--- src/rtl/game_screen_ctrl.sv ---
`default_nettype none
// ============================================================================
//  Module      : game_screen_ctrl
//  Description : Frame-synchronous screen sequencer START -> COUNTDOWN -> GAME
//                -> END with layer enables, start-text blink, score overlay
//                placement and match result.
//  Revision    : 1.0  initial release
// ============================================================================
module game_screen_ctrl #(
  parameter int FRAME_LINE       = 768,
  parameter int BLINK_FRAMES     = 30,
  parameter int COUNTDOWN_FRAMES = 180,
  parameter int END_HOLD_FRAMES  = 120,
  parameter int GAME_MY_X        = 440,
  parameter int GAME_MY_Y        = 710,
  parameter int GAME_EN_X        = 520,
  parameter int GAME_EN_Y        = 710,
  parameter int END_MY_X         = 262,
  parameter int END_MY_Y         = 20,
  parameter int END_EN_X         = 507,
  parameter int END_EN_Y         = 20
) (
  input  logic        clk,
  input  logic        rst_n,
  input  logic [10:0] hcount,
  input  logic [10:0] vcount,
  input  logic        start_req,
  input  logic        game_over,
  input  logic [7:0]  my_score,
  input  logic [7:0]  enemy_score,
  output logic [1:0]  state,
  output logic        frame_tick,
  output logic        start_screen_en,
  output logic        game_en,
  output logic        end_screen_en,
  output logic        start_text_vis,
  output logic [10:0] my_score_xpos,
  output logic [10:0] my_score_ypos,
  output logic [10:0] enemy_score_xpos,
  output logic [10:0] enemy_score_ypos,
  output logic [1:0]  result
);

  typedef enum logic [1:0] {
    ST_START     = 2'd0,
    ST_COUNTDOWN = 2'd1,
    ST_GAME      = 2'd2,
    ST_END       = 2'd3
  } state_t;

  localparam logic [10:0] c_frame_line = 11'(FRAME_LINE);
  localparam logic [7:0]  c_blink_last = 8'(BLINK_FRAMES - 1);
  localparam logic [7:0]  c_cd_last    = 8'(COUNTDOWN_FRAMES - 1);
  localparam logic [7:0]  c_end_hold   = 8'(END_HOLD_FRAMES);
  localparam logic [10:0] c_game_my_x  = 11'(GAME_MY_X);
  localparam logic [10:0] c_game_my_y  = 11'(GAME_MY_Y);
  localparam logic [10:0] c_game_en_x  = 11'(GAME_EN_X);
  localparam logic [10:0] c_game_en_y  = 11'(GAME_EN_Y);
  localparam logic [10:0] c_end_my_x   = 11'(END_MY_X);
  localparam logic [10:0] c_end_my_y   = 11'(END_MY_Y);
  localparam logic [10:0] c_end_en_x   = 11'(END_EN_X);
  localparam logic [10:0] c_end_en_y   = 11'(END_EN_Y);

  state_t      r_state;
  logic        r_frame_tick;
  logic        r_start_d;
  logic        r_start_pend;
  logic        r_over_pend;
  logic [7:0]  r_frame_cnt;
  logic        r_vis;
  logic        r_start_en;
  logic        r_game_en;
  logic        r_end_en;
  logic [1:0]  r_result;
  logic [10:0] r_my_x;
  logic [10:0] r_my_y;
  logic [10:0] r_en_x;
  logic [10:0] r_en_y;

  state_t      w_nxt_state;
  logic        w_nxt_frame_tick;
  logic        w_start_rise;
  logic        w_nxt_start_pend;
  logic        w_nxt_over_pend;
  logic [7:0]  w_nxt_frame_cnt;
  logic        w_nxt_vis;
  logic        w_nxt_start_en;
  logic        w_nxt_game_en;
  logic        w_nxt_end_en;
  logic [1:0]  w_nxt_result;
  logic [10:0] w_nxt_my_x;
  logic [10:0] w_nxt_my_y;
  logic [10:0] w_nxt_en_x;
  logic [10:0] w_nxt_en_y;

  assign w_nxt_frame_tick = (hcount == 11'd0) && (vcount == c_frame_line);
  assign w_start_rise     = start_req & ~r_start_d;

  always_ff @(posedge clk or negedge rst_n) begin
    if (!rst_n) begin
      r_state      <= ST_START;
      r_frame_tick <= 1'b0;
      r_start_d    <= 1'b0;
      r_start_pend <= 1'b0;
      r_over_pend  <= 1'b0;
      r_frame_cnt  <= 8'd0;
      r_vis        <= 1'b1;
      r_start_en   <= 1'b1;
      r_game_en    <= 1'b0;
      r_end_en     <= 1'b0;
      r_result     <= 2'd0;
      r_my_x       <= c_game_my_x;
      r_my_y       <= c_game_my_y;
      r_en_x       <= c_game_en_x;
      r_en_y       <= c_game_en_y;
    end else begin
      r_state      <= w_nxt_state;
      r_frame_tick <= w_nxt_frame_tick;
      r_start_d    <= start_req;
      r_start_pend <= w_nxt_start_pend;
      r_over_pend  <= w_nxt_over_pend;
      r_frame_cnt  <= w_nxt_frame_cnt;
      r_vis        <= w_nxt_vis;
      r_start_en   <= w_nxt_start_en;
      r_game_en    <= w_nxt_game_en;
      r_end_en     <= w_nxt_end_en;
      r_result     <= w_nxt_result;
      r_my_x       <= w_nxt_my_x;
      r_my_y       <= w_nxt_my_y;
      r_en_x       <= w_nxt_en_x;
      r_en_y       <= w_nxt_en_y;
    end
  end

  always_comb begin
    w_nxt_state     = r_state;
    w_nxt_frame_cnt = r_frame_cnt;
    w_nxt_vis       = r_vis;
    w_nxt_result    = r_result;
    // Pend flags are consumed on every tick; a request landing on the tick itself survives to the next one.
    w_nxt_start_pend = r_frame_tick ? w_start_rise : (r_start_pend | w_start_rise);
    w_nxt_over_pend  = r_frame_tick ? game_over    : (r_over_pend  | game_over);

    if (r_frame_tick) begin
      case (r_state)
        ST_START: begin
          if (r_start_pend) begin
            w_nxt_state     = ST_COUNTDOWN;
            w_nxt_frame_cnt = 8'd0;
            w_nxt_vis       = 1'b1;
          end else if (r_frame_cnt == c_blink_last) begin
            w_nxt_frame_cnt = 8'd0;
            w_nxt_vis       = ~r_vis;
          end else begin
            w_nxt_frame_cnt = r_frame_cnt + 8'd1;
          end
        end
        ST_COUNTDOWN: begin
          if (r_frame_cnt == c_cd_last) begin
            w_nxt_state     = ST_GAME;
            w_nxt_frame_cnt = 8'd0;
          end else begin
            w_nxt_frame_cnt = r_frame_cnt + 8'd1;
          end
        end
        ST_GAME: begin
          if (r_over_pend) begin
            w_nxt_state     = ST_END;
            w_nxt_frame_cnt = 8'd0;
            if (my_score > enemy_score)      w_nxt_result = 2'd1;
            else if (my_score < enemy_score) w_nxt_result = 2'd2;
            else                             w_nxt_result = 2'd3;
          end
        end
        ST_END: begin
          if (r_frame_cnt < c_end_hold) begin
            w_nxt_frame_cnt = r_frame_cnt + 8'd1;
          end else if (r_start_pend) begin
            w_nxt_state     = ST_START;
            w_nxt_frame_cnt = 8'd0;
            w_nxt_vis       = 1'b1;
            w_nxt_result    = 2'd0;
          end
        end
        default: w_nxt_state = ST_START;
      endcase
    end

    w_nxt_start_en = (w_nxt_state == ST_START);
    w_nxt_game_en  = (w_nxt_state == ST_COUNTDOWN) || (w_nxt_state == ST_GAME);
    w_nxt_end_en   = (w_nxt_state == ST_END);
    w_nxt_my_x     = w_nxt_end_en ? c_end_my_x : c_game_my_x;
    w_nxt_my_y     = w_nxt_end_en ? c_end_my_y : c_game_my_y;
    w_nxt_en_x     = w_nxt_end_en ? c_end_en_x : c_game_en_x;
    w_nxt_en_y     = w_nxt_end_en ? c_end_en_y : c_game_en_y;
  end

  assign state            = r_state;
  assign frame_tick       = r_frame_tick;
  assign start_screen_en  = r_start_en;
  assign game_en          = r_game_en;
  assign end_screen_en    = r_end_en;
  assign start_text_vis   = r_vis;
  assign my_score_xpos    = r_my_x;
  assign my_score_ypos    = r_my_y;
  assign enemy_score_xpos = r_en_x;
  assign enemy_score_ypos = r_en_y;
  assign result           = r_result;

endmodule
`default_nettype wire
--- config.mk ---
export PLATFORM = sky130hd
export DESIGN_NAME = game_screen_ctrl
export DESIGN_NICKNAME = d
export VERILOG_FILES = /design/src/rtl/game_screen_ctrl.sv
export SDC_FILE = /design/constraint.sdc
export NUM_CORES = 1
export LEC_CHECK = 0
export CORE_MARGIN = 10
export CORE_UTILIZATION = 25
export CTS_CLUSTER_DIAMETER = 80
export DETAILED_ROUTE_END_ITERATION = 8
export PLACE_DENSITY = 0.59
export SYNTH_ARGS = -nofsm -noshare
export SYNTH_HDL_FRONTEND = slang
export SYNTH_SLANG_ARGS = --single-unit
--- constraint.sdc ---
create_clock -name clk -period 2.7 [get_ports clk]
set_input_delay 0.54 -clock clk [delete_from_list [all_inputs] [get_ports clk]]
set_output_delay 0.54 -clock clk [all_outputs]
set_load 0.02 [all_outputs]
# Yosys cells after proc, flatten, opt, wreduce, memory -nomap -nowiden
# Index checks and enable logic that the tools add are counted.
dict set report word_totals {
  regBits 53
  input_bits 42
  out_inout_bits 53
  word_cells 77
}
dict set report classes {
  n_addsub 1
  magnitude_cmp 3
  n_eq_ne 14
  mux 30
  bitwise 5
  n_reduce_logical 10
}
# operator n
set op_table {}
lappend op_table {{8-bit 2-to-1 mux} 7}
lappend op_table {{8-bit one-hot mux with 4 select lines} 1}
lappend op_table {{10-bit 2-to-1 mux} 2}
lappend op_table {{2-bit 2-to-1 mux} 10}
lappend op_table {{11-bit by 10-bit equality test with 1-bit output, second input constant} 1}
lappend op_table {{11-bit logical NOT} 1}
lappend op_table {{5-bit AND reduction} 2}
lappend op_table {{8-bit by 1-bit adder with 8-bit output, second input constant} 1}
lappend op_table {{2-bit equality test, second input constant} 4}
lappend op_table {{8-bit by 5-bit equality test with 1-bit output, second input constant} 1}
lappend op_table {{8-bit equality test, second input constant} 1}
lappend op_table {{8-bit greater-than comparator} 1}
lappend op_table {{8-bit by 7-bit less-than comparator with 1-bit output, second input constant} 1}
lappend op_table {{8-bit less-than comparator} 1}
lappend op_table {{2-bit one-hot mux with 4 select lines} 1}
lappend op_table {{1-bit 2-to-1 mux} 7}
lappend op_table {{2-bit inequality test, second input constant} 3}
lappend op_table {{3-bit inequality test, second input constant} 2}
lappend op_table {{2-bit by 1-bit equality test with 1-bit output, second input constant} 2}
lappend op_table {{2-bit logical NOT} 2}
lappend op_table {{2-bit one-hot mux with 2 select lines} 1}
lappend op_table {{2-bit nonzero test} 2}
lappend op_table {{3-bit AND reduction} 1}
lappend op_table {{1-bit inverter} 2}
lappend op_table {{other kinds (5)} 6}

# Logic depth before layout (Yosys ltp)
dict set report logic_depth {
  ltp_word 6
  mapped_depth 8
  ltp_nobuf 8
}

# Worst setup path before layout
# Ideal clock, no wire load.
dict set report synth_timing {
  path_type {input to register}
  startpoint {input enemy_score[1]}
  endpoint {register r_result[0] (netlist: result[0])}
  setup_time_ns 0.129
  arrival_time_ns 1.707
  t_required_ns 2.571
  path_slack_ns 0.864
  stages 7
  n_path_buf 0
  cell_sequence {inv_1 > ha_1 > nor2b_1 > o21a_1 > o21ai_0 > a21oi_1 > o41a_1}
}
dict set report synth_via {
  elab_chain_cells 5
  word_cells_on_any_way 6
  cone_classes {order compare: 2; mux: 4}
}
# item line
set synth_rtl {}
lappend synth_rtl {{start, declared} 30} ;# input logic [7:0] enemy_score,
lappend synth_rtl {{8-bit less-than comparator} 171} ;# else if (my_score < enemy_score) w_nxt_result = 2'd2;
lappend synth_rtl {{1-bit 2-to-1 mux} 171}
lappend synth_rtl {{2-bit 2-to-1 mux *} 170} ;# if (my_score > enemy_score) w_nxt_result = 2'd1;
lappend synth_rtl {{2-bit 2-to-1 mux *} 167} ;# if (r_over_pend) begin
lappend synth_rtl {{2-bit one-hot mux with 2 select lines *} 145} ;# case (r_state)
lappend synth_rtl {{end signal, assigned} 127} ;# r_result <= w_nxt_result;
lappend synth_rtl {{end, declared} 74} ;# logic [1:0] r_result;
# Every way passes the cells marked *; elsewhere a longest branch is shown, timed or not. The select of a mux whose other input is x is not followed.
# A chain may end at the register's enable or synchronous reset.

# Final worst setup path
# Same ends and word-level chain as after synthesis.

==> results by group <==
STA
  – Fin Setup TNS: 0 ns
  – RSZ-0062 raised after global routing: no
  – Final Hold Fails: 0
  – Period utilization: 78.1%
  – Final Critical Period: 2.11 ns
  – Hold WS: 0.517 ns
  – Fin worst setup slack: 0.592 ns
  – Clock skew: 0.00149 ns
  – Pins Over Slew Limit: 0
  – Fmax: 474 MHz
  – Setup violators final: 0

Critical path
  – Buf+Inv Stages, Crit Path: 2
  – CP max FO: 2
  – Slowest stage delay, CP: 0.45 ns
  – Critical setup path kind: in2reg
  – Critical Path End Type: flip-flop
  – Crit-path cells: clkdlybuf4s50_1, inv_1, ha_1, nor2b_1, o21a_1, o21ai_0, a21oi_1, o41a_1
  – Crit path DAT: 2.26 ns
  – Cell family with most CP delay: compound AO/OA/AOI/OAI gates
  – Required time worst endpoint: 2.85 ns
  – Worst setup SP type: input port
  – Slowest stage cell on the critical path: clkdlybuf4s50_1

Power
  – Total power density per cell area: 284 mW/mm²
  – Maximum vdd ir drop: 133 µV
  – Leakage: 0.988 nW
  – Power, Total: 654 µW

Logic synthesis
  – Synth Register Bits: 21
  – Count of different cell masters after synthesis: 42
  – Synthesized cell area: 0.00169 mm²
  – Sequential-to-total area share from yosys stat: 31.4%
  – Ys Warns: 0
  – Cells after Synth: 188
  – EDFF count, synth: 0
  – Synth async-reset ratio: 100%
  – Avg Cell Area, Syn: 8.98 µm²
  – Main synth FF type: dfrtp_1

GRT
  – Largest net degree at the start of global routing: 22
  – GRT Residual Overflow: 0
  – Initial antenna violation count: 0
  – First-pass GRT wire length: 6090 µm
  – Vias in the first global route: 1358
  – GRT Resource Usage Total: 7.11%

CTS
  – CTS resizes: 0
  – Register clock-pin slew on the reported worst setup and hold paths: 0.08 ns
  – CTS max path bufs: 2
  – Cts bufs inserted: 3
  – CTS tree: yes
  – CTS root buf: clkbuf_8
  – Clk sink count: 21
  – CTS Hold Buffers Added: 0
  – H-Tree Depth: 1
  – Post CTS Setup Buffer Count: 0
  – Later-pin clock latency in the skew report: 0.26 ns

Routing
  – Routed wire length: 4010 µm
  – Initial DRC count: 75
  – Antenna viol nets, final: 0
  – Total number of vias: 1397
  – DRT Pass-1 Iters: 4
  – Residual DRC: 0
  – Vias/cell: 4.42
  – WL/cell: 12.7 µm

Floorplan
  – Io pins: 95
  – Initial Util: 26.1%
  – Chip Width: 102 µm
  – Core Region: 0.00646 mm²
  – # rows: 29
  – Die area: 0.0104 mm²
  – Die Ht: 102 µm

Finish
  – Nets: 295
  – Most common cell after layout, fill and taps aside: clkdlybuf4s50_1
  – P&R area growth vs syn: 36.5%
  – Fraction of layout cells with a size suffix above 1: 8.79%
  – N_diodes: 0
  – Most frequent cells in the layout: clkdlybuf4s50_1, conb_1, dfrtp_1, inv_1
  – Finished Layout Cells: 316
  – Core Util, Final: 35.7%
  – Design area: 0.00230 mm²

Place
  – Placed cell count: 312
  – Post-DP HPWL: 3440 µm
  – GPL Wtd Cong: 0.781
  – Placed instance area: 0.00226 mm²
  – I/O Buffers: 74
  – Worst slack at placement: 0.307 ns

Flow run
  – Max Cap Viol: 0

Worst hold path
  – Min-Delay Path Class: reg2reg

Run status
  – Status: finished clean
[area by class of cell]
type / instances / area [µm²]
Multi-Input combinational cell: 121 / 813
Fill cell: 671 / 4150
Inverter: 17 / 63.8
Clock inverter: 1 / 5.00
Tap cell: 77 / 96.3
Clock buffer: 3 / 41.3
Sequential cell: 21 / 529
Timing Repair Buffer: 76 / 756
[report_power, final]
part	internal (mW)	switching, mW	total, mW
clock network	0.103	0.107	0.210
registers	0.317	0.00116	0.318
logic	0.0693	0.0568	0.126
[path summary, 6_finish.rpt]
check | start | to | slack [ns] | cells past startpoint
setup / recovery | enemy_score[1] | result[0]$_DFFE_PN0P_ | 0.59 | 8
min in group asynchronous | rst_n | r_frame_cnt[0]$_DFFE_PN0P_ | 0.62 | 2
max in group asynchronous | rst_n | enemy_score_ypos[7]$_DFF_PN1_ | 1.81 | 2
hold / removal | result[1]$_DFFE_PN0P_ | result[1]$_DFFE_PN0P_ | 0.52 | 2
hold reg to reg | result[1]$_DFFE_PN0P_ | result[1]$_DFFE_PN0P_ | 0.52 | 2
setup reg to reg | r_frame_cnt[0]$_DFFE_PN0P_ | r_frame_cnt[0]$_DFFE_PN0P_ | 0.69 | 6
[logic make-up (layout without fill, tap and decap cells)]
| kind of cell | count (synthesis) | after routing | synth area share, % |
|---|---|---|---|
| AO/OA/AOI/OAI | 36 | 36 | 16.6 |
| other | 2 | 20 | 0.445 |
| buffers and inverters | 64 | 97 | 24.5 |
| multiplexers | 2 | 2 | 1.33 |
| flip-flops | 21 | 21 | 31.4 |
| adder cells (fa/ha/maj) | 13 | 13 | 9.64 |
| AND/OR/NAND/NOR | 50 | 50 | 16.2 |
[flip-flops by register name, indices dropped and copies added (netlist names)]
signal / count
start_screen_en: 1
start_text_vis: 1
result: 2
r_start_pend: 1
r_over_pend: 1
game_en: 1
frame_tick: 1
r_start_d: 1
state: 2
enemy_score_ypos: 2
r_frame_cnt: 8
[cell usage after synthesis, types with 2 or more instances]
library cell / count / area, µm²
a21o_1: 3 / 22.5
a21oi_1: 7 / 35.0
a22o_2: 2 / 20.0
a31oi_1: 5 / 31.3
buf_2: 2 / 10.0
buf_4: 43 / 323
conb_1: 2 / 7.51
dfrtp_1: 18 / 450
dfstp_2: 3 / 78.8
ha_1: 13 / 163
inv_1: 17 / 63.8
mux2_2: 2 / 22.5
nand2_1: 13 / 48.8
nand4_1: 5 / 31.3
nor2_1: 3 / 11.3
nor2b_1: 3 / 18.8
nor3_1: 9 / 45.0
nor4_1: 4 / 25.0
o21a_1: 2 / 15.0
o21ai_0: 6 / 30.0
o21bai_1: 2 / 15.0
or3_1: 3 / 18.8
or4_1: 2 / 15.0
[layer usage]
layer / vias up / track usage (%) / routed length [µm]
li1: 698 / - / -
met1: 627 / 7.50 / 1580
met2: 67 / 11.6 / 1820
met3: 5 / 3.58 / 540
met4: 0 / 3.58 / 66
met5: - / 0 / 0
[tightest hold or removal path, delay by kind of cell (launching register included)]
| family | cells | cell delay, ns |
|---|---|---|
| DFF | 1 | 0.35 |
| AOI/OAI and AO/OA | 2 | 0.13 |
(Power assumes the default switching activity.)
